**config.mk**
```make
export PLATFORM = sky130hd
export DESIGN_NAME = rx_packet_sequencer
export DESIGN_NICKNAME = d
export VERILOG_FILES = /design/src/rtl/rx_packet_sequencer.sv
export SDC_FILE = /design/constraint.sdc
export NUM_CORES = 1
export LEC_CHECK = 0
export ABC_CLOCK_PERIOD_IN_PS = 7520
export BUFFER_PORTS_ARGS = -buffer_cell sky130_fd_sc_hd__clkbuf_2
export CAP_MARGIN = 20
export CORE_MARGIN = 2
export CORE_UTILIZATION = 60
export CTS_CLUSTER_DIAMETER = 150
export DETAILED_ROUTE_END_ITERATION = 7
export GPL_TIMING_DRIVEN = 0
export PLACE_DENSITY = 0.8
export SLEW_MARGIN = 20
export SYNTH_ARGS = -nofsm -noshare
export SYNTH_HDL_FRONTEND = slang
export SYNTH_SLANG_ARGS = --single-unit
```
**constraint.sdc**
```tcl
create_clock -name clk -period 7.52 [get_ports clk]
set_input_delay 0.376 -clock clk [delete_from_list [all_inputs] [get_ports clk]]
set_output_delay 0.376 -clock clk [all_outputs]
set_load 0.05 [all_outputs]
```
**src/rtl/rx_packet_sequencer.sv**
```systemverilog
// rx_packet_sequencer
//
// Purpose:
//   Turns the demodulated receive bitstream into packet bytes. Bits are taken
//   on rising edges of the timing-recovery strobe. In SEARCH the module looks
//   for the configured 32-bit access address and tolerates a limited number of
//   bit errors. After a match it frames the 2-byte header and then the
//   length-driven payload plus CRC into LSB-first bytes. Those bytes leave
//   through a small valid/ready FIFO.
//
// Ports:
//   clk              16 MHz system clock
//   rst              asynchronous, active-low reset
//   i_enable         1 = receive, 0 = abort to IDLE
//   i_aa_cfg         access address, bit 0 is first on air
//   i_bit_in         demodulated bit
//   i_bit_strobe     timing-recovery strobe, rising edge marks i_bit_in valid
//   o_byte_out       FIFO head byte, LSB = first received bit
//   o_byte_valid     FIFO non-empty
//   i_byte_ready     consumer accepts head when valid & ready
//   o_pkt_start      1-cycle pulse on access-address match
//   o_pkt_done       1-cycle pulse while in DONE
//   o_pkt_abort      1-cycle pulse when enable drops mid-packet
//   o_search_timeout 1-cycle pulse after SEARCH_TIMEOUT strobes without a match
//   o_length_err     sticky, header length too large, cleared on pkt_start
//   o_overflow       sticky, byte dropped into a full FIFO, cleared on pkt_start
//   o_state_out      IDLE=0 SEARCH=1 HEADER=2 PAYLOAD=3 DONE=4

module rx_packet_sequencer #(
  parameter int AA_ERR_MAX     = 2,
  parameter int FIFO_DEPTH     = 4,
  parameter int MAX_PDU_LEN    = 37,
  parameter int CRC_BYTES      = 3,
  parameter int SEARCH_TIMEOUT = 4096
) (
  input  logic        clk,
  input  logic        rst,
  input  logic        i_enable,
  input  logic [31:0] i_aa_cfg,
  input  logic        i_bit_in,
  input  logic        i_bit_strobe,
  output logic [7:0]  o_byte_out,
  output logic        o_byte_valid,
  input  logic        i_byte_ready,
  output logic        o_pkt_start,
  output logic        o_pkt_done,
  output logic        o_pkt_abort,
  output logic        o_search_timeout,
  output logic        o_length_err,
  output logic        o_overflow,
  output logic [2:0]  o_state_out
);

  localparam int PTR_W = (FIFO_DEPTH > 1) ? $clog2(FIFO_DEPTH) : 1;
  localparam int TO_W  = (SEARCH_TIMEOUT > 1) ? $clog2(SEARCH_TIMEOUT + 1) : 1;
  localparam logic [TO_W-1:0] TO_LAST = (SEARCH_TIMEOUT > 0) ? TO_W'(SEARCH_TIMEOUT - 1) : '0;
  localparam logic [8:0] CRC_LEN = 9'(CRC_BYTES);
  localparam logic [7:0] MAX_LEN = 8'(MAX_PDU_LEN);
  localparam logic [5:0] ERR_MAX = 6'(AA_ERR_MAX);

  typedef enum logic [2:0] {
    ST_IDLE    = 3'd0,
    ST_SEARCH  = 3'd1,
    ST_HEADER  = 3'd2,
    ST_PAYLOAD = 3'd3,
    ST_DONE    = 3'd4
  } state_t;

  state_t            r_state;
  logic              r_strobe_q;
  logic [31:0]       r_sr;
  logic [5:0]        r_bits_seen;
  logic [TO_W-1:0]   r_to_cnt;
  logic [6:0]        r_shift;
  logic [2:0]        r_bit_cnt;
  logic              r_hdr_second;
  logic [8:0]        r_remaining;

  logic [7:0]        r_mem [FIFO_DEPTH];
  logic [PTR_W:0]    r_wr_ptr;
  logic [PTR_W:0]    r_rd_ptr;

  logic              w_bit_ev;
  logic [31:0]       w_diff;
  logic [5:0]        w_pop_cnt;
  logic              w_match;
  logic              w_framing;
  logic [7:0]        w_byte;
  logic [8:0]        w_len_total;
  logic              w_push;
  logic              w_flush;
  logic              w_start;
  logic              w_pop;
  logic              w_full;
  logic              w_write;
  logic              w_drop;
  logic [PTR_W:0]    w_wr_next;
  logic [PTR_W:0]    w_rd_next;
  logic [7:0]        w_head_next;

  assign w_bit_ev    = i_bit_strobe & ~r_strobe_q;
  assign w_diff      = r_sr ^ i_aa_cfg;
  assign w_match     = (r_bits_seen == 6'd32) && (w_pop_cnt <= ERR_MAX);
  assign w_framing   = (r_state == ST_HEADER) || (r_state == ST_PAYLOAD);
  // The byte completes with the bit arriving this cycle, so it can be pushed
  // on the same edge as its 8th bit event.
  assign w_byte      = {i_bit_in, r_shift};
  assign w_len_total = {1'b0, w_byte} + CRC_LEN;
  assign w_push      = i_enable & w_framing & w_bit_ev & (r_bit_cnt == 3'd7);
  assign w_flush     = ~i_enable & w_framing;
  assign w_start     = i_enable & (r_state == ST_SEARCH) & w_match;

  // A pop frees a slot on the same edge, so a push into a full FIFO is only
  // dropped when nothing is being consumed.
  assign w_pop       = o_byte_valid & i_byte_ready;
  assign w_full      = (r_wr_ptr[PTR_W] != r_rd_ptr[PTR_W]) &&
                       (r_wr_ptr[PTR_W-1:0] == r_rd_ptr[PTR_W-1:0]);
  assign w_write     = w_push & (~w_full | w_pop);
  assign w_drop      = w_push & w_full & ~w_pop;
  assign w_wr_next   = r_wr_ptr + {{PTR_W{1'b0}}, w_write};
  assign w_rd_next   = r_rd_ptr + {{PTR_W{1'b0}}, w_pop};
  // The new head may be the byte being written on this very edge.
  assign w_head_next = (w_write && (w_rd_next[PTR_W-1:0] == r_wr_ptr[PTR_W-1:0]))
                       ? w_byte : r_mem[w_rd_next[PTR_W-1:0]];

  assign o_state_out = r_state;

  // Hamming distance between the search window and the access address
  always_comb begin
    w_pop_cnt = '0;
    for (int i = 0; i < 32; i++) begin
      w_pop_cnt = w_pop_cnt + {5'd0, w_diff[i]};
    end
  end

  // Receive state machine: strobe edge detect, address search, framing and
  // the status pulses/flags it owns
  always_ff @(posedge clk or negedge rst) begin
    if (!rst) begin
      r_state          <= ST_IDLE;
      r_strobe_q       <= 1'b0;
      r_sr             <= '0;
      r_bits_seen      <= '0;
      r_to_cnt         <= '0;
      r_shift          <= '0;
      r_bit_cnt        <= '0;
      r_hdr_second     <= 1'b0;
      r_remaining      <= '0;
      o_pkt_start      <= 1'b0;
      o_pkt_done       <= 1'b0;
      o_pkt_abort      <= 1'b0;
      o_search_timeout <= 1'b0;
      o_length_err     <= 1'b0;
    end else begin
      r_strobe_q       <= i_bit_strobe;
      o_pkt_start      <= 1'b0;
      o_pkt_done       <= 1'b0;
      o_pkt_abort      <= 1'b0;
      o_search_timeout <= 1'b0;
      if (!i_enable) begin
        o_pkt_abort <= w_framing;
        r_state     <= ST_IDLE;
        r_shift     <= '0;
        r_bit_cnt   <= '0;
      end else begin
        case (r_state)
          ST_IDLE: begin
            r_state     <= ST_SEARCH;
            r_sr        <= '0;
            r_bits_seen <= '0;
            r_to_cnt    <= '0;
          end
          ST_SEARCH: begin
            if (w_match) begin
              r_state      <= ST_HEADER;
              o_pkt_start  <= 1'b1;
              o_length_err <= 1'b0;
              r_bit_cnt    <= '0;
              r_shift      <= '0;
              r_hdr_second <= 1'b0;
              r_to_cnt     <= '0;
            end else if (w_bit_ev) begin
              r_sr <= {i_bit_in, r_sr[31:1]};
              if (r_bits_seen != 6'd32) begin
                r_bits_seen <= r_bits_seen + 6'd1;
              end
              if ((SEARCH_TIMEOUT > 0) && (r_to_cnt == TO_LAST)) begin
                o_search_timeout <= 1'b1;
                r_to_cnt         <= '0;
              end else begin
                r_to_cnt <= r_to_cnt + TO_W'(1);
              end
            end
          end
          ST_HEADER: begin
            if (w_bit_ev) begin
              r_shift   <= w_byte[7:1];
              r_bit_cnt <= r_bit_cnt + 3'd1;
              if (r_bit_cnt == 3'd7) begin
                if (!r_hdr_second) begin
                  r_hdr_second <= 1'b1;
                end else if (w_byte > MAX_LEN) begin
                  o_length_err <= 1'b1;
                  o_pkt_done   <= 1'b1;
                  r_state      <= ST_DONE;
                end else if (w_len_total == 9'd0) begin
                  o_pkt_done <= 1'b1;
                  r_state    <= ST_DONE;
                end else begin
                  r_remaining <= w_len_total;
                  r_state     <= ST_PAYLOAD;
                end
              end
            end
          end
          ST_PAYLOAD: begin
            if (w_bit_ev) begin
              r_shift   <= w_byte[7:1];
              r_bit_cnt <= r_bit_cnt + 3'd1;
              if (r_bit_cnt == 3'd7) begin
                r_remaining <= r_remaining - 9'd1;
                if (r_remaining == 9'd1) begin
                  o_pkt_done <= 1'b1;
                  r_state    <= ST_DONE;
                end
              end
            end
          end
          ST_DONE: begin
            // The search window still holds the old address, so it is
            // cleared to avoid an immediate re-match.
            r_state     <= ST_SEARCH;
            r_sr        <= '0;
            r_bits_seen <= '0;
            r_to_cnt    <= '0;
          end
          default: begin
            r_state <= ST_IDLE;
          end
        endcase
      end
    end
  end

  // FIFO storage, no reset needed since validity comes from the pointers
  always_ff @(posedge clk) begin
    if (w_write) begin
      r_mem[r_wr_ptr[PTR_W-1:0]] <= w_byte;
    end
  end

  // FIFO pointers, registered head outputs and the sticky overflow flag
  always_ff @(posedge clk or negedge rst) begin
    if (!rst) begin
      r_wr_ptr     <= '0;
      r_rd_ptr     <= '0;
      o_byte_valid <= 1'b0;
      o_byte_out   <= '0;
      o_overflow   <= 1'b0;
    end else if (w_flush) begin
      r_wr_ptr     <= '0;
      r_rd_ptr     <= '0;
      o_byte_valid <= 1'b0;
      o_byte_out   <= '0;
    end else begin
      r_wr_ptr     <= w_wr_next;
      r_rd_ptr     <= w_rd_next;
      o_byte_valid <= (w_wr_next != w_rd_next);
      o_byte_out   <= w_head_next;
      if (w_start) begin
        o_overflow <= 1'b0;
      end else if (w_drop) begin
        o_overflow <= 1'b1;
      end
    end
  end

endmodule

```
==> run metrics, run 1 <==
fill cell count=798; Net Count, Synth=738; final worst slack=1.01 ns; router iterations before antenna repair=8; design area=0.00804 mm²; P_sw=0.872 mW; final net count=813; Top FF cell, synth=dfrtp_1; Mean Syn Cell Area=10.6 µm²; largest net degree at the start of global routing=53; CTS tree=yes; internal power=1.59 mW; RSZ-0062 raised after global routing=no; FF+latch area=0.00336 mm²; initial core utilization=0.613; DIE WIDTH=112 µm; HP Class=input port to register; kind of critical path=register to register; first-pass GRT wire length=26300 µm; Slew Viols, Final=0; final setup vio count=0; clock power share=0.326; TNS Setup=0 ns; core area=0.0114 mm²; mapped cell area=0.00697 mm²; vias per std cell=5.90; initial antenna violation count=0; count of different cell masters after synthesis=66; hpwl dp=10900 µm; final WL=15500 µm; via count=5232; H-tree depth=4; clock tree root driver cell=clkbuf_16; minimum clock period=6.51 ns; Logic pwr share=0.364; Multi-input gate area=0.00334 mm²; WP data arrival=6.79 ns; ranking of synthesized cells by area=dfrtp_1, edfxtp_1, fa_1, nand2_1, o21ai_0; worst skew pair latency=0.43 ns; f_max=154 MHz; Setup crit start kind=register; leading area contributor after synthesis=dfrtp_1; Syn. warnings=0; share of the synthesized area in the top cell type=0.345; dpl cell area=0.00746 mm²; setup slack at placement=0.971 ns; antenna viol nets, final=0; Post-synth ARST share=0.750; Ant. Diodes=0; post-synthesis sequential area ratio=0.483; Die Y=112 µm; number of buffers created by CTS=17; row cnt=39; clock buffer depth=2; overall routing resource usage=0.266; I/O Buffers=54; Layout area overhead=15.4%; Pleak=3.54 nW; Syn Inst Count=656; GR Overflow Total=0; power density cells=306 mW/mm²; status=finished clean; vias in the first global route=5382; Post-route DRC=0; number of synthesized register bits=128; clock sink count=128; wire per inst=17.5 µm; Post-CTS Setup Inserts=0; Max transition margin=0.270; layout cell share with drive strength beyond 1=0.157; Worst VDD drop=0.249 mV; DR iter-0 viols=436; fin crit share=0.866; Ports=56; Worst Skew=0.00761 ns; worst-margin pin slew=1.09 ns; number of synthesized flops with an enable pin=32; Crit Path Max Fanout=10; share of power burned in registers=0.310; Placer Congestion=0.883; sw frac=0.355; Reg clk slew, reported paths=0.06 ns; Worst setup EP type=register; max-capacitance violation count=0; R2R Setup Slk=1.01 ns; Required @ worst endpoint=7.80 ns; final hold vios=0; Final Util=0.707; area of the die=0.0125 mm²
==> layout make-up <==
type                       instances  area share
inverter                          38      0.0177
clock inverter                    11      0.0145
buffer                            26      0.0159
clock buffer                      21      0.0560
timing repair buffer              56      0.0394
tap                              143      0.0223
sequential                       128       0.418
multi-input combinational        464       0.416
==> worst max-delay path, cell delays in order, from the launching register on <==
cell and delay, ns:
dfrtp_1 0.41, xnor2_1 0.16, fa_1 0.58, inv_1 0.07
fa_1 0.51, inv_1 0.05, fa_1 0.46, fa_1 0.52
fa_1 0.55, fa_1 0.49, inv_1 0.07, ha_1 0.16
inv_1 0.06, fa_1 0.49, o2111ai_2 0.17, nor3_1 0.57
nand3b_1 0.46, clkbuf_1 0.38, o21ai_0 0.20
==> sequential cells by signal (all words and copies together) (netlist names), 3 cells and up <==
register,flops
o_byte_out,8
o_state_out,3
r_bit_cnt,3
r_bits_seen,6
r_mem,32
r_rd_ptr,3
r_remaining,9
r_shift,7
r_sr,32
r_to_cnt,13
r_wr_ptr,3
==> cells by family after synthesis <==
group	synth area share
AOI/OAI and AO/OA	0.112
buffers and inverters	0.0388
adders and majority gates	0.105
DFF	0.483
muxes	0.0404
and+or+nand+nor	0.156
xor gates and xnor gates	0.0654
==> per-stage QoR <==
stage | std cells | hold WS [ns] | power [mW]
2_1_floorplan | 656 | 0.0804 | 1.43
3_3_place_gp | 853 | 0.454 | 1.60
3_5_place_dp | 854 | 0.339 | 1.65
4_1_cts | 887 | 0.0728 | 2.46
5_1_grt | 887 | 0.0753 | 2.64
6_report | 887 | 0.0849 | 2.46
==> path summary, 6_finish.rpt <==
kind	startpoint	end	cells after the start
min in group asynchronous	rst	o_byte_out[1]$_DFF_PN0_	2
max in group asynchronous	rst	r_sr[2]$_DFFE_PN0P_	3
max reg2reg	r_sr[11]$_DFFE_PN0P_	r_sr[5]$_DFFE_PN0P_	18
max	r_sr[11]$_DFFE_PN0P_	r_sr[5]$_DFFE_PN0P_	18
min reg2reg	r_to_cnt[12]$_DFFE_PN0P_	o_search_timeout$_DFF_PN0_	1
min	i_bit_strobe	r_strobe_q$_DFF_PN0_	1
==> power groups by stage <==
stage	sequential, mW	clock (mW)	combinational, mW
after floorplan	0.774	0	0.653
after global placement	0.772	0	0.833
after detailed placement	0.775	0	0.874
after CTS	0.763	0.805	0.897
after global routing	0.767	0.837	1.03
final	0.763	0.801	0.895
==> Yosys cell counts (all sizes together), types with 13 or more instances <==
master	count
inv	37
nand3	21
ha	20
nor2	36
o21ai	63
nand2	95
xnor2	35
fa	24
clkbuf	21
a21oi	14
nor3	13
xor2	17
edfxtp	32
a22o	15
dfrtp	96
==> metal layers <==
metal	share of wire	track usage	wire [µm]
met5	0	0	0
met4	0.024	0.114	375
met3	0.052	0.0577	813
met2	0.48	0.416	7510
met1	0.44	0.365	6850
==> layout by cell type, fill, tap and decap left out, drive strengths merged, types with 3 or more instances in the layout <==
cell and n:
xnor2 35, mux4 8, edfxtp 32, nand3 21, and3 5, o31ai 5, nand2b 7, buf 6
nor2b 10, clkinvlp 3, dfrtp 96, or3 7, nor2 36, o22ai 3, nor3b 3, clkbuf 96
or2 6, nand2 95, xor2 17, inv 38, fa 24, clkinv 6, ha 20, nor3 13
a211oi 3, a22o 15, o21ai 63, nor4 5, a31oi 8, a21oi 14, mux2i 9
==> what timing repair did <==
action / in CTS / in global routing
hold endpoints to repair: 44 / 0
hold buffers: 1 / 0
resized for setup: 0 / 0
Power figures use the tool's default switching activity.
==> run 2, diff against run 1 <==
--- a/config.mk
+++ b/config.mk
@@ -5,15 +5,16 @@
 export SDC_FILE = /design/constraint.sdc
 export NUM_CORES = 1
 export LEC_CHECK = 0
+export ABC_AREA = 1
 export ABC_CLOCK_PERIOD_IN_PS = 7520
 export BUFFER_PORTS_ARGS = -buffer_cell sky130_fd_sc_hd__clkbuf_2
 export CAP_MARGIN = 20
 export CORE_MARGIN = 2
-export CORE_UTILIZATION = 60
+export CORE_UTILIZATION = 61
 export CTS_CLUSTER_DIAMETER = 150
 export DETAILED_ROUTE_END_ITERATION = 7
 export GPL_TIMING_DRIVEN = 0
-export PLACE_DENSITY = 0.8
+export PLACE_DENSITY = 0.81
 export SLEW_MARGIN = 20
 export SYNTH_ARGS = -nofsm -noshare
 export SYNTH_HDL_FRONTEND = slang
==> run 2 against run 1 <==
  * Final area up 3.9%
  * Sequential power up 6.0%
  * Power up 26%
  * Highest routed layer unchanged
  * Register-to-register slack improved by 0.62 ns
==> run metrics, run 2 <==
share of the synthesized area in the top cell type=0.332; Post-synth ARST share=0.750; Slew Viols, Final=0; vias per std cell=5.43; DIE WIDTH=113 µm; slowest stage delay, CP=0.55 ns; final worst slack=1.63 ns; worst skew pair latency=0.43 ns; kind of critical path=register to register; RSZ-0062 raised after global routing=no; hpwl dp=11100 µm; CP max stage cell=fa_1; Reg clk slew, reported paths=0.06 ns; most common library cells after synthesis=nand2_1, dfrtp_1, inv_1, nor2_1, o21ai_0; router iterations before antenna repair=7; max-capacitance violation count=0; most frequent cells in the layout=nand2_1, dfrtp_1, inv_1, nor2_1, clkbuf_2; post-synthesis sequential area ratio=0.465; final WL=15200 µm; f_max=170 MHz; Net Count, Synth=886; clock tree root driver cell=clkbuf_16; Setup crit start kind=register; Syn Inst Count=804; Max transition margin=0.464; FF-to-FF End=r_to_cnt[5]$_DFFE_PN0P_; first-pass GRT wire length=25900 µm; Min Hold Slack=0.0805 ns; fill cell count=825; Ant. Diodes=0; WP data arrival=6.19 ns; GR Overflow Total=0; final net count=961; Worst Skew=0.00925 ns; Required @ worst endpoint=7.82 ns; post-CTS sizing=0; Worst Hold Depth=1; Mean Syn Cell Area=8.99 µm²; initial antenna violation count=0; row cnt=39; clock buffer depth=2; Top FF cell, synth=dfrtp_1; area of the die=0.0127 mm²; CP Cell Sequence=xnor2_1 > fa_1 > inv_1 > fa_1 > inv_1 > fa_1 > fa_1 > fa_1 > fa_1 > inv_1 > ha_1 > inv_1 > fa_1 > inv_1 > nand2_1 > nand2_1 > nor2_2 > nand3_4 > a21oi_2 > buf_4 > nand4_1 > nand2_1 > nor2_1; reg2reg start=r_sr[11]$_DFFE_PN0P_; antenna viol nets, final=0; mapped cell area=0.00723 mm²; power density cells=371 mW/mm²; number of synthesized flops with an enable pin=32; Placer Congestion=0.867; Hold Crit Endpoint=r_strobe_q$_DFF_PN0_; status=finished clean; final hold vios=0; ranking of synthesized cells by area=dfrtp_1, edfxtp_1, nand2_1, fa_1, inv_1; CTS tree=yes; TNS Setup=0 ns; number of synthesized register bits=128; Top cell by count, worst path=fa_1; Crit Path Max Fanout=10; most common cell in the netlist=nand2_1; minimum clock period=5.89 ns; clock sink count=128; core area=0.0115 mm²; Die Y=113 µm; Layout area overhead=15.5%; R2R Setup Slk=1.63 ns; final setup vio count=0; overall routing resource usage=0.257; setup slack at placement=1.59 ns; R2R depth=23; wire per inst=14.7 µm; Ports=56; layout cell share with drive strength beyond 1=0.159; Worst setup EP type=register; commonest non-fill, non-tap cell in the layout=nand2_1; vias in the first global route=5747; Pleak=3.86 nW; number of buffers created by CTS=17; initial core utilization=0.630; largest net degree at the start of global routing=59; via count=5620; worst-margin pin slew=0.800 ns; I/O Buffers=54; min-delay src=i_bit_strobe; count of different cell masters after synthesis=47; leading area contributor after synthesis=dfrtp_1; Worst VDD drop=0.326 mV; H-tree depth=4; HP Class=input port to register; DR iter-0 viols=312; Post-route DRC=0; fin crit share=0.784; Syn. warnings=0
==> run 2: cell types whose count changed after synthesis, sizes merged, moves of 8 or more <==
| cell | before | now |
|---|---|---|
| a21oi | 14 | 25 |
| mux2i | 9 | 1 |
| clkbuf | 21 | 5 |
| nor2b | 10 | 0 |
| nand2 | 95 | 226 |
| nand3 | 21 | 42 |
| inv | 37 | 90 |
| buf | 5 | 17 |
| mux4 | 8 | 0 |
| a22o | 15 | 2 |
| nor2 | 36 | 68 |
==> run 2: metrics by stage <==
stage	power (mW)	area (µm²)	utilization	instances
finish	3.09	8350	0.728	1035
global route	3.34	8350	0.728	1035
CTS	3.12	8350	0.728	1035
detailed placement	2.25	7730	0.674	1002
global placement	2.17	7680	0.669	1001
floorplan	1.91	7230	-	804
==> run 2: logic make-up (layout without fill, tap and decap cells) <==
logic type / Yosys count / after routing / share of synthesized area
AO/OA/AOI/OAI: 116 / 116 / 0.0933
XOR/XNOR: 43 / 43 / 0.0521
adder cells (fa/ha/maj): 44 / 44 / 0.101
buffers and inverters: 113 / 201 / 0.0641
flip-flops: 128 / 128 / 0.465
multiplexers: 1 / 1 / 0.00139
AND/OR/NAND/NOR: 359 / 359 / 0.223
==> run 2: how the worst max path moves through the flow <==
stage,startpoint,slack (ns),to
floorplan,r_sr[19]$_DFFE_PN0P_,2.13,r_to_cnt[7]$_DFFE_PN0P_
global placement,i_aa_cfg[0],1.75,r_to_cnt[7]$_DFFE_PN0P_
detailed placement,i_aa_cfg[11],1.59,r_to_cnt[5]$_DFFE_PN0P_
CTS,r_sr[11]$_DFFE_PN0P_,1.57,r_to_cnt[5]$_DFFE_PN0P_
global route,r_sr[11]$_DFFE_PN0P_,1.27,r_to_cnt[5]$_DFFE_PN0P_
finish,r_sr[11]$_DFFE_PN0P_,1.63,r_to_cnt[5]$_DFFE_PN0P_
==> run 2: routing by layer <==
layer,part of all wire,global-route usage
met4,0.021,0.115
met3,0.036,0.0493
met2,0.53,0.459
met5,0,0
met1,0.41,0.301
==> run 2: report_power, final <==
part	leakage (nW)	switching [mW]	total [mW]	internal, mW
Combinational	1.96	0.941	1.44	0.495
Sequential	1.60	0.0395	0.809	0.769
Clock	0.299	0.324	0.849	0.525
==> run 2: critical path, delay by kind of cell, from the launching register on <==
kind	cells	cell delay, ns
simple gates	7	0.69
flops	1	0.41
fa+ha+maj	8	3.75
xor+xnor	1	0.17
buf+inv	6	0.50
compound gates	1	0.25
==> run 2: repair_timing <==
item,4_1_cts,5_1_grt
endpoints found under the hold margin,38,0
buffers inserted,0,0
hold buffers,1,0
==> run 2: final cells by class <==
| class | instances | area (µm²) | share of cell area |
|---|---|---|---|
| Timing Repair Buffer | 56 | 317 | 0.0379 |
| Clock inverter | 15 | 183 | 0.0219 |
| Multi-Input combinational cell | 563 | 3420 | 0.410 |
| Buffer | 22 | 121 | 0.0145 |
| Tap cell | 143 | 179 | 0.0214 |
| Inverter | 91 | 342 | 0.0409 |
| Clock buffer | 17 | 425 | 0.0509 |
| Sequential cell | 128 | 3360 | 0.403 |
==> run 3, diff against run 2 <==
--- a/config.mk
+++ b/config.mk
@@ -5,16 +5,16 @@
 export SDC_FILE = /design/constraint.sdc
 export NUM_CORES = 1
 export LEC_CHECK = 0
-export ABC_AREA = 1
-export ABC_CLOCK_PERIOD_IN_PS = 7520
+export ABC_AREA = 0
+export ABC_CLOCK_PERIOD_IN_PS = 5400
 export BUFFER_PORTS_ARGS = -buffer_cell sky130_fd_sc_hd__clkbuf_2
 export CAP_MARGIN = 20
 export CORE_MARGIN = 2
-export CORE_UTILIZATION = 61
+export CORE_UTILIZATION = 55
 export CTS_CLUSTER_DIAMETER = 150
 export DETAILED_ROUTE_END_ITERATION = 7
 export GPL_TIMING_DRIVEN = 0
-export PLACE_DENSITY = 0.81
+export PLACE_DENSITY = 0.77
 export SLEW_MARGIN = 20
 export SYNTH_ARGS = -nofsm -noshare
 export SYNTH_HDL_FRONTEND = slang
==> constraint.sdc (replaced) <==
create_clock -name clk -period 5.4 [get_ports clk]
set_input_delay 0.27 -clock clk [delete_from_list [all_inputs] [get_ports clk]]
set_output_delay 0.27 -clock clk [all_outputs]
set_load 0.05 [all_outputs]
==> run 3 against run 2 <==
  * Register-to-register slack worse by 2.1 ns
  * Clock skew down 0.0015 ns
  * Utilization down 4.0 points
  * The flow now finishes with violations (setup timing)
  * Final area up 3.2%
  * Power up 42%
  * Fmax about the same
  * Worst hold slack better by 0.19 ns
  * Combinational power up 56%
  * Die area up 6.7%
==> run metrics, run 3 (synthesis gave the netlist of run 1 again) <==
Worst Skew=0.00773 ns; row cnt=41; H-tree depth=4; total power=4.41 mW; overall routing resource usage=0.253; Die Y=117 µm; Max transition margin=0.364; minimum clock period=5.90 ns; Ant. Diodes=0; fill cell count=863; Reg clk slew, reported paths=0.06 ns; first-pass GRT wire length=26400 µm; Min Hold Slack=0.273 ns; Worst setup EP type=register; clock tree root driver cell=clkbuf_16; design area=0.00862 mm²; Layout area overhead=23.7%; worst skew pair latency=0.42 ns; Post-route DRC=0; number of buffers created by CTS=17; clock sink count=128; FF+latch area=0.00336 mm²; Ports=56; worst-margin pin slew=0.930 ns; fin crit share=1.09; antenna viol nets, final=0; failing checks=setup timing; Slew Viols, Final=0; initial core utilization=0.557; Crit Path Max Fanout=6; Placer Congestion=0.855; max-capacitance violation count=0; Multi-input gate area=0.00361 mm²; final net count=838; GR Overflow Total=0; final setup vio count=62; final WL=16600 µm; final worst slack=-0.498 ns; Worst VDD drop=0.527 mV; vias per std cell=5.70; commonest non-fill, non-tap cell in the layout=dfrtp_1; most frequent cells in the layout=dfrtp_1, nand2_1, clkbuf_2, o21ai_0, inv_1; largest net degree at the start of global routing=71; router iterations before antenna repair=8; RSZ-0062 raised after global routing=yes; CTS tree=yes; layout cell share with drive strength beyond 1=0.243; wire per inst=17.7 µm; power density cells=512 mW/mm²; f_max=170 MHz; area of the die=0.0136 mm²; status=complete, but fails checks; dpl cell area=0.00753 mm²; WP data arrival=6.22 ns; via count=5365; Pleak=3.77 nW; hpwl dp=10400 µm; DR iter-0 viols=466; HP Class=input port to register; kind of critical path=register to register; I/O Buffers=54; vias in the first global route=5420; initial antenna violation count=0; clock buffer depth=2; Required @ worst endpoint=5.72 ns; Setup crit start kind=register; final hold vios=0; DIE WIDTH=117 µm; core area=0.0125 mm²
-- run 3: where the power goes --
part / internal, mW / switching, mW / total [mW]
Combinational: 1.03 / 1.22 / 2.25
Clock: 0.637 / 0.451 / 1.09
Sequential: 1.03 / 0.0416 / 1.07
Total: 2.70 / 1.71 / 4.41
-- run 3: worst paths after layout --
path / startpoint / to / slack, ns / cells past startpoint
min: i_enable / r_to_cnt[4]$_DFFE_PN0P_ / 0.27 / 4
max in group asynchronous: rst / r_to_cnt[6]$_DFFE_PN0P_ / 4.46 / 3
max: r_sr[25]$_DFFE_PN0P_ / r_to_cnt[7]$_DFFE_PN0P_ / -0.50 / 19
max reg2reg: r_sr[25]$_DFFE_PN0P_ / r_to_cnt[7]$_DFFE_PN0P_ / -0.50 / 19
min in group asynchronous: rst / o_byte_out[3]$_DFF_PN0_ / 0.31 / 2
min reg2reg: r_to_cnt[12]$_DFFE_PN0P_ / o_search_timeout$_DFF_PN0_ / 0.48 / 1
-- run 3: stage by stage --
stage	util	TNS, ns	worst slack [ns]	instances
final	0.689	-24.97	-0.498	941
after global routing	0.689	-38.08	-0.725	941
after CTS	0.678	-20.21	-0.425	935
after detailed placement	0.602	-39.35	-0.911	883
after global placement	0.598	-36.86	-0.849	882
after floorplan	-	-7.94	-0.357	656
-- run 3: critical path, cell delays in order (launching register included) --
cell	delay [ns]
dfrtp_1	0.42
xnor2_2	0.22
fa_1	0.47
fa_1	0.54
inv_1	0.05
fa_1	0.49
inv_2	0.04
fa_1	0.54
fa_1	0.43
fa_1	0.50
inv_1	0.09
ha_2	0.20
inv_2	0.04
fa_2	0.54
o2111ai_4	0.13
a222oi_1	0.35
buf_4	0.22
nand2_8	0.07
or2_4	0.26
o31ai_2	0.19
-- run 3: what timing repair did --
action | 4_1_cts | 5_1_grt
buffers inserted | 17 | 6
hold endpoints to repair | 27 | 0
resized for setup | 69 | 21
gates cloned | 1 | 0
pin swaps | 15 | 14
endpoints found under the setup margin | 62 | 62
hold buffers | 2 | 0
-- run 3: routing by layer --
metal	vias to the layer above	routed length [µm]	track usage	share of wire
li1	2489	-	-	-
met1	2624	7090	0.329	0.43
met2	216	8220	0.419	0.49
met3	36	978	0.0586	0.059
met4	0	352	0.0957	0.021
met5	-	0	0	0
-- run 3: area by class of cell --
class,count,share of cell area
Buffer,26,0.0219
Clock inverter,15,0.0157
Sequential cell,128,0.390
Tap cell,172,0.0250
Inverter,38,0.0166
Timing Repair Buffer,80,0.0620
Multi-Input combinational cell,465,0.419
Clock buffer,17,0.0494
